==> src/rtl/simon_pad.sv <==
`default_nettype none
// ============================================================================
// Module   : simon_pad
// Purpose  : Player-side panel controller for the Simon game core. Turns four
//            raw push-buttons into playerNum/playerPressed (synchronise,
//            debounce, single-button arbitration, gating on simonTurn and
//            gameOver) and drives the four panel LEDs.
// Options  : SIMON_PAD_GAMEOVER_BLINK_EN - blink all LEDs while locked
//            (half-period BLINK_HALF cycles); otherwise steady all-on.
// Revision : 1.0 - initial release
// ============================================================================
module simon_pad #(
  parameter int DEBOUNCE_CYCLES = 3,
  parameter int BLINK_HALF      = 15
) (
  input  logic       clk,
  input  logic       reset,
  input  logic [3:0] btn,
  input  logic       simonTurn,
  input  logic [1:0] simonNum,
  input  logic       simonPressed,
  input  logic       gameOver,
  output logic [1:0] playerNum,
  output logic       playerPressed,
  output logic [3:0] led
);

  localparam logic [3:0] C_DB_LAST = 4'(DEBOUNCE_CYCLES - 1);
  // Cycles for a held button to propagate through sync + debounce.
  localparam logic [4:0] C_SETTLE  = 5'(DEBOUNCE_CYCLES + 2);

  typedef enum logic [1:0] {
    IDLE     = 2'd0,
    PRESSED  = 2'd1,
    WAIT_REL = 2'd2,
    LOCKED   = 2'd3
  } padState_t;

  if (DEBOUNCE_CYCLES < 1 || DEBOUNCE_CYCLES > 15) begin : g_badDebounce
    $error("simon_pad: DEBOUNCE_CYCLES must be 1..15");
  end
  if (BLINK_HALF < 1 || BLINK_HALF > 31) begin : g_badBlink
    $error("simon_pad: BLINK_HALF must be 1..31");
  end

  logic [3:0] r_sync1;
  logic [3:0] r_sync2;
  logic [3:0] w_db;
  logic [4:0] r_settleCnt;
  logic       w_settled;
  logic       w_oneHot;
  logic [1:0] w_idx;
  padState_t  r_state;
  padState_t  w_nextState;
  logic [1:0] r_playerNum;
  logic [1:0] w_nextNum;
  logic       r_pressed;
  logic       w_nextPressed;
  logic [3:0] r_led;

  // Two-flop synchroniser for the raw buttons.
  always_ff @(posedge clk or negedge reset) begin
    if (!reset) begin
      r_sync1 <= 4'b0000;
      r_sync2 <= 4'b0000;
    end else begin
      r_sync1 <= btn;
      r_sync2 <= r_sync1;
    end
  end

  genvar gi;
  for (gi = 0; gi < 4; gi++) begin : g_debounce
    logic       r_dbBit;
    logic [3:0] r_cnt;

    // Level changes only after DEBOUNCE_CYCLES consecutive differing samples.
    always_ff @(posedge clk or negedge reset) begin
      if (!reset) begin
        r_dbBit <= 1'b0;
        r_cnt   <= 4'd0;
      end else if (r_sync2[gi] == r_dbBit) begin
        r_cnt   <= 4'd0;
      end else if (r_cnt == C_DB_LAST) begin
        r_dbBit <= r_sync2[gi];
        r_cnt   <= 4'd0;
      end else begin
        r_cnt   <= r_cnt + 4'd1;
      end
    end

    assign w_db[gi] = r_dbBit;
  end

  // After reset the debounced levels read 0 even if a button is held; block
  // the WAIT_REL exit until a held button has had time to show up in w_db.
  always_ff @(posedge clk or negedge reset) begin
    if (!reset) begin
      r_settleCnt <= 5'd0;
    end else if (r_settleCnt != C_SETTLE) begin
      r_settleCnt <= r_settleCnt + 5'd1;
    end
  end

  assign w_settled = (r_settleCnt == C_SETTLE);

  // Exactly-one-button detection and its index.
  always_comb begin
    w_oneHot = 1'b1;
    w_idx    = 2'd0;
    case (w_db)
      4'b0001: w_idx = 2'd0;
      4'b0010: w_idx = 2'd1;
      4'b0100: w_idx = 2'd2;
      4'b1000: w_idx = 2'd3;
      default: w_oneHot = 1'b0;
    endcase
  end

  // Next-state and next registered outputs; gameOver beats everything.
  always_comb begin
    w_nextState   = r_state;
    w_nextNum     = r_playerNum;
    w_nextPressed = 1'b0;
    if (gameOver) begin
      w_nextState = LOCKED;
    end else begin
      case (r_state)
        IDLE: begin
          if (!simonTurn && w_oneHot) begin
            w_nextState   = PRESSED;
            w_nextNum     = w_idx;
            w_nextPressed = 1'b1;
          end
        end
        PRESSED: begin
          if (simonTurn) begin
            w_nextState = WAIT_REL;
          end else if (!w_db[r_playerNum]) begin
            w_nextState = (w_db == 4'b0000) ? IDLE : WAIT_REL;
          end else begin
            w_nextPressed = 1'b1;
          end
        end
        WAIT_REL: begin
          if (w_settled && (w_db == 4'b0000)) begin
            w_nextState = IDLE;
          end
        end
        LOCKED:   w_nextState = LOCKED;
        default:  w_nextState = WAIT_REL;
      endcase
    end
  end

  // State and registered player outputs.
  always_ff @(posedge clk or negedge reset) begin
    if (!reset) begin
      r_state     <= WAIT_REL;
      r_playerNum <= 2'd0;
      r_pressed   <= 1'b0;
    end else begin
      r_state     <= w_nextState;
      r_playerNum <= w_nextNum;
      r_pressed   <= w_nextPressed;
    end
  end

`ifdef SIMON_PAD_GAMEOVER_BLINK_EN
  localparam logic [4:0] C_BLINK_LAST = 5'(BLINK_HALF - 1);

  logic [4:0] r_blinkCnt;
  logic       r_phase;

  // Blink timer runs only while locked; restarts dark on each entry.
  always_ff @(posedge clk or negedge reset) begin
    if (!reset) begin
      r_blinkCnt <= 5'd0;
      r_phase    <= 1'b0;
    end else if (r_state != LOCKED) begin
      r_blinkCnt <= 5'd0;
      r_phase    <= 1'b0;
    end else if (r_blinkCnt == C_BLINK_LAST) begin
      r_blinkCnt <= 5'd0;
      r_phase    <= ~r_phase;
    end else begin
      r_blinkCnt <= r_blinkCnt + 5'd1;
    end
  end
`endif

  // LED drive: lockout pattern, else Simon's number, else player's press.
  always_ff @(posedge clk or negedge reset) begin
    if (!reset) begin
      r_led <= 4'b0000;
    end else if (r_state == LOCKED) begin
`ifdef SIMON_PAD_GAMEOVER_BLINK_EN
      r_led <= {4{r_phase}};
`else
      r_led <= 4'b1111;
`endif
    end else if (simonTurn) begin
      r_led <= simonPressed ? (4'b0001 << simonNum) : 4'b0000;
    end else begin
      r_led <= r_pressed ? (4'b0001 << r_playerNum) : 4'b0000;
    end
  end

  assign playerNum     = r_playerNum;
  assign playerPressed = r_pressed;
  assign led           = r_led;

endmodule
`default_nettype wire

==> config.mk <==
export PLATFORM = sky130hd
export DESIGN_NAME = simon_pad
export DESIGN_NICKNAME = d
export VERILOG_FILES = /design/src/rtl/simon_pad.sv
export SDC_FILE = /design/constraint.sdc
export NUM_CORES = 1
export LEC_CHECK = 0
export CORE_MARGIN = 2
export CORE_UTILIZATION = 56
export DETAILED_ROUTE_END_ITERATION = 7
export PLACE_DENSITY = 0.78
export SLEW_MARGIN = 10
export SYNTH_ARGS = -nofsm -noshare
export SYNTH_HDL_FRONTEND = slang
export SYNTH_SLANG_ARGS = --single-unit
export TNS_END_PERCENT = 100
==> constraint.sdc <==
create_clock -name clk -period 2.4 [get_ports clk]
set_input_delay 0.48 -clock clk [delete_from_list [all_inputs] [get_ports clk]]
set_output_delay 0.48 -clock clk [all_outputs]
set_load 0.05 [all_outputs]
==> reports/metrics.yaml, run 1 <==
power:
  p_leak_uw: 0.00104
  p_sw_uw: 759
  pwr-share-seq_pct: 46.7
  power_switching_share_pct: 34.2
  power_frac_clock_pct: 26.1
  internal_power_uw: 1460
  peakVddDrop_mv: 0.533
  comb_power_share_pct: 27.2
  power_density_mw_per_mm2: 959
global_routing:
  track_usage_pct: 20.1
  overflow: 0
  grt_pass1_wl_um: 6200
  grt_pass1_vias: 1399
  grt_max_degree: 43
  antenna_found_initial: 0
cells_and_area:
  areaGrowthSynthToFinish_pct: 15.6
  final_nets: 221
  fillCellCount: 215
  stdcell_area_sq_mm: 0.00231
  diodes: 0
  layout-drive-gt1-share_pct: 12.6
  post-route-util_pct: 68.3
setup_path:
  path_class: "flop to output port"
  path_buf_inv: 1
  r2r-start: "r_settleCnt[1]"
  ff2ff_path_depth: 7
  cp_top_family: "buffers and inverters"
  crit_path_max_fanout: 8
  crit_required_ps: 1920
  crit_chain: "clkdlybuf4s50_1"
  max_stage_delay_ps: 860
  critPathArrivalTime_ps: 1760
  cp-end-kind: "output port"
  r2r_end: "r_state[1]"
  critPathCapture: "playerNum[0]"
  critPathSlowestCell: "clkdlybuf4s50_1"
  startpoint_type: "flop"
  ff2ff_setup_slack_ps: 480
  setup.worst_path.start: "playerNum[0]"
  cp.depth: 1
sta:
  period_minus_slack_ps: 2240
  drv_slew: 0
  clock.fmax_ghz: 0.447
  worst_pin_slew_ps: 918
  fin_hold_ws_ps: 245
  max_slew_margin_pct: 38.8
  fin_ws_ps: 161
  setup_violations: 0
  tns_ps: 0
  fin_crit_sh_pct: 93.3
  fin_worst_skew_ps: 16.5
  finalHoldViolCount: 0
  rsz0062_at_grt: "false"
cts:
  cts_resized: 0
  cts.htree.levels: 2
  cts_tree: "yes"
  clk_latency_ps: 350
  ctsHoldBuffers: 0
  cts_setup_buffers: 0
  cts_max_path_buffers: 2
  cts_buffers: 5
  cts-root-buf: "clkbuf_4"
  path_clk_slew_ps: 120
  clkSinkCount: 42
yosys:
  synth_seq_cells: 42
  synthFlopType: "dfrtp_1"
  synth_warnings: 0
  syn_inst: 176
  yosys.area.top_type_share_pct: 51.3
  synth.avg_cell_area_sq_um: 11.4
  synth.area.top_cells: "dfrtp_1 51%, ha_1 8.1%, nor2_1 4.9%"
  netlist_area_sq_mm: 0.00200
  synth_top_area_cell: "dfrtp_1"
  synth_edf_count: 0
  syn_nets: 200
  async_flop_share_pct: 100
  yosys.cell_types.count: 41
  seq_area_frac_synth_pct: 52.6
floorplan:
  core_area_sq_mm: 0.00339
  die_w_um: 63.8
  fp.dieH_um: 63.8
  dieArea_sq_mm: 0.00407
  rows: 21
  initial_core_util_pct: 59.0
  boundaryPins: 18
placed_design:
  hpwl_um: 2360
  portBuffers: 17
  placed_cell_area_sq_mm: 0.00220
  dp_slack_ps: 278
  globalplace.congestion: 0.916
detailed_routing:
  wirelength_um: 3430
  drt_iter0_drc: 136
  ant_nets: 0
  detail_route.wl_per_cell_um: 14.0
  drc: 0
  firstDrtPassIters: 4
  vias_per_cell: 5.47
  vias: 1334
worst_hold_path:
  min_path_type: "primary input to async pin"
run:
  maxCapViolations: 0
run_status:
  outcome: "complete, no violations"
==> layout by cell type, fill, tap and decap left out, types with 2 or more instances in the layout <==
| master | instances |
|---|---|
| a211oi_1 | 2 |
| a21oi_1 | 4 |
| a221o_1 | 2 |
| bufinv_16 | 2 |
| clkbuf_4 | 5 |
| clkdlybuf4s50_1 | 16 |
| dfrtp_1 | 41 |
| ha_1 | 13 |
| inv_1 | 12 |
| mux2_2 | 4 |
| nand2_1 | 11 |
| nand3_1 | 7 |
| nor2_1 | 26 |
| nor3_1 | 3 |
| o21ai_0 | 4 |
| o221ai_1 | 2 |
| o31ai_1 | 2 |
| xnor2_1 | 7 |
| xor2_1 | 10 |
==> logic make-up (layout without fill, tap and decap cells) <==
kind of cell,after synthesis,after routing,synth area share [%]
simple gates,58,58,14.4
compound gates,25,25,10.3
xor+xnor,17,17,7.44
buf+inv,16,38,3.69
mux,5,5,3.38
fa+ha+maj,13,13,8.13
flops,42,42,52.6
==> cell usage after synthesis (3+ instances only) <==
| library cell | number |
|---|---|
| a21oi_1 | 4 |
| dfrtp_1 | 41 |
| ha_1 | 13 |
| inv_1 | 12 |
| mux2_2 | 4 |
| nand2_1 | 11 |
| nand3_1 | 7 |
| nor2_1 | 26 |
| nor3_1 | 3 |
| o21ai_0 | 4 |
| xnor2_1 | 7 |
| xor2_1 | 10 |
==> metal layers <==
layer  global-route usage [%]  vias up  routed length (um)
met5                        0        -                   0
met4                     9.78        0                  59
met3                     6.34        6                 161
met2                     33.4       34                1740
met1                     23.5      648                1470
li1                         -      646                   -
==> area by class of cell <==
cell class / instances / area (sq um) / share of cell area, %
repair buffers: 18 / 173 / 7.46
clock buffers: 6 / 51.3 / 2.22
flip-flops and latches: 42 / 1050 / 45.5
multi-input cells: 118 / 875 / 37.8
inverters: 12 / 45.0 / 1.95
well taps: 46 / 57.6 / 2.49
clock inverters: 2 / 60.1 / 2.60
==> stage by stage <==
stage / std cells / power (uW)
5_1_grt: 244 / 2360
4_1_cts: 244 / 2230
2_1_floorplan: 176 / 1500
3_3_place_gp: 236 / 1600
6_report: 244 / 2220
3_5_place_dp: 236 / 1640
==> registers in the layout, indices dropped and copies added, names as in the netlist <==
signal              cells
playerNum               2
r_sync1                 4
r_settleCnt             5
r_state                 2
r_sync2                 4
g_debounce.r_cnt       16
playerPressed           1
led                     4
g_debounce.r_dbBit      4
==> how the worst min path moves through the flow <==
stage,endpoint,slack (ps)
5_1_grt,r_settleCnt[3],300
6_report,r_settleCnt[4],240
4_1_cts,led[1],250
2_1_floorplan,g_debounce[0].r_cnt[0],180
3_3_place_gp,r_sync2[3],330
3_5_place_dp,r_sync2[3],340
==> power by group through the flow <==
stage / registers [uW] / clock network, uW / logic [uW]
floorplan: 1010 / 0 / 485
global placement: 1030 / 0 / 571
detailed placement: 1040 / 0 / 599
CTS: 1030 / 596 / 606
global route: 1060 / 627 / 673
finish: 1040 / 579 / 603
No activity file was read; power rests on OpenSTA's default activity.
==> run 2, diff against run 1 <==
Settings changed: SKIP_LAST_GASP from default to 1.
==> results of run 2 <==
The final DEF is identical to that of run 1; final timing and power are the same.
==> run 3, diff against run 2 <==
Settings changed: HOLD_SLACK_MARGIN from default to 0.05, MAX_ROUTING_LAYER from default to met4.
==> reports/metrics.yaml, run 3 (same netlist as run 1, synthesis figures left out) <==
cells_and_area:
  final_nets: 221  # unchanged
  final_cell_mix: "41 x dfrtp_1, 26 x nor2_1, 16 x clkdlybuf4s50_1, 13 x ha_1, 12 x inv_1"
  largest_register_ff_count: 16  # unchanged
  layout.cells.most_common: "dfrtp_1"
  largest_register: "g_debounce.r_cnt"
  diodes: 0  # unchanged
  layout-drive-gt1-share_pct: 12.6  # unchanged
  areaGrowthSynthToFinish_pct: 15.6  # unchanged
  top_regs: "g_debounce.r_cnt: 16 flops, r_settleCnt: 5 flops"
floorplan:
  dieArea_sq_mm: 0.00407  # unchanged
  fp.dieH_um: 63.8  # unchanged
  die_w_um: 63.8  # unchanged
  rows: 21  # unchanged
  boundaryPins: 18  # unchanged
  core_area_sq_mm: 0.00339  # unchanged
  initial_core_util_pct: 59.0  # unchanged
sta:
  setup_violations: 0  # unchanged
  period_minus_slack_ps: 2240  # +2.09 ps
  tns_ps: 0  # unchanged
  finalHoldViolCount: 0  # unchanged
  drv_slew: 0  # unchanged
  clock.fmax_ghz: 0.446  # about the same
  worst_pin_slew_ps: 919  # +0.915 ps
  fin_worst_skew_ps: 17.1  # +0.609 ps
  fin_crit_sh_pct: 93.4  # about the same
  rsz0062_at_grt: "false"
  fin_ws_ps: 159  # -2.09 ps
  max_slew_margin_pct: 38.7  # -0.061 points
detailed_routing:
  firstDrtPassIters: 4  # unchanged
  drt_iter0_drc: 136  # unchanged
  wirelength_um: 3410  # -0.35%
  drc: 0  # unchanged
  vias: 1324  # -0.75%
  vias_per_cell: 5.43  # -0.75%
  ant_nets: 0  # unchanged
  detail_route.wl_per_cell_um: 14.0  # -0.35%
cts:
  path_clk_slew_ps: 120  # about the same
  cts_resized: 0  # unchanged
  cts_tree: "yes"
  cts-root-buf: "clkbuf_4"
  clk_latency_ps: 350  # about the same
  cts_setup_buffers: 0  # unchanged
  ctsHoldBuffers: 0  # unchanged
  cts.htree.levels: 2  # unchanged
  clkSinkCount: 42  # unchanged
  cts_buffers: 5  # unchanged
  cts_max_path_buffers: 2  # unchanged
setup_path:
  path_class: "flop to output port"
  cp.depth: 1  # unchanged
  r2r_end: "r_state[1]"
  startpoint_type: "flop"
  crit_path_max_fanout: 8  # unchanged
  crit_chain: "clkdlybuf4s50_1"
  path_buf_inv: 1  # unchanged
  crit_required_ps: 1920  # about the same
  r2r-start: "r_settleCnt[1]"
  critPathCapture: "playerNum[0]"
  critPathArrivalTime_ps: 1760  # about the same
  cp-end-kind: "output port"
  max_stage_delay_ps: 860  # about the same
  ff2ff_path_depth: 7  # unchanged
  setup.worst_path.start: "playerNum[0]"
  critPathSlowestCell: "clkdlybuf4s50_1"
  ff2ff_setup_slack_ps: 480  # about the same
  cp_top_family: "buffers and inverters"
global_routing:
  overflow: 0  # unchanged
  top_usage_layer: "met2"
  globalRouteMet2Util_pct: 33.4  # unchanged
  grt_max_degree: 43  # unchanged
  met3_usage_pct: 6.34  # unchanged
  track_usage_pct: 20.7  # +0.61 points
  grt_pass1_wl_um: 6210  # +0.11%
  grt_pass1_vias: 1399  # unchanged
  use_met1_pct: 23.6  # +0.12 points
  antenna_found_initial: 0  # unchanged
placed_design:
  portBuffers: 17  # unchanged
  globalplace.congestion: 0.932  # +1.7%
  dp_slack_ps: 278  # unchanged
  hpwl_um: 2360  # unchanged
run:
  maxCapViolations: 0  # unchanged
run_status:
  outcome: "complete, no violations"
worst_hold_path:
  min_path_type: "primary input to async pin"
power:
  peakVddDrop_mv: 0.534  # +0.11%
  p_total_uw: 2220  # about the same
  p_leak_uw: 0.00104  # unchanged
  power_density_mw_per_mm2: 958  # about the same
-- run 3: final cells by class --
class | count | area, sq um
Clock inverter | 2 | 60.1
Multi-Input combinational cell | 118 | 875
Tap cell | 46 | 57.6
Timing Repair Buffer | 18 | 173
Fill cell | 215 | 1080
Sequential cell | 42 | 1050
Clock buffer | 6 | 51.3
Inverter | 12 | 45.0
-- run 3: power by group --
part / switching (uW) / internal (uW) / total [uW]
registers: 189 / 843 / 1030
clock network: 227 / 353 / 580
logic: 342 / 263 / 605
total: 758 / 1460 / 2220
-- run 3: routing by layer --
metal / up-vias / wire length (um)
met5: - / 0
met4: 0 / 54
met3: 4 / 153
met2: 30 / 1720
met1: 645 / 1480
li1: 645 / -
-- run 3: stage by stage --
| step | util [%] | std cells | cell area [sq um] | hold WS (ps) |
|---|---|---|---|---|
| after global routing | 68.3 | 244 | 2310 | 300 |
| after global placement | 65.0 | 236 | 2200 | 332 |
| after CTS | 68.3 | 244 | 2310 | 253 |
| after detailed placement | 65.0 | 236 | 2200 | 336 |
| final | 68.3 | 244 | 2310 | 246 |
| after floorplan | - | 176 | 2000 | 184 |
-- run 3: worst min-delay path by stage --
stage	from	endpoint	slack [ps]
after floorplan	reset	g_debounce[0].r_cnt[0]	180
after global placement	r_sync1[3]	r_sync2[3]	330
after detailed placement	r_sync1[3]	r_sync2[3]	340
after CTS	reset	led[1]	250
after global routing	reset	r_settleCnt[3]	300
final	reset	r_settleCnt[4]	250
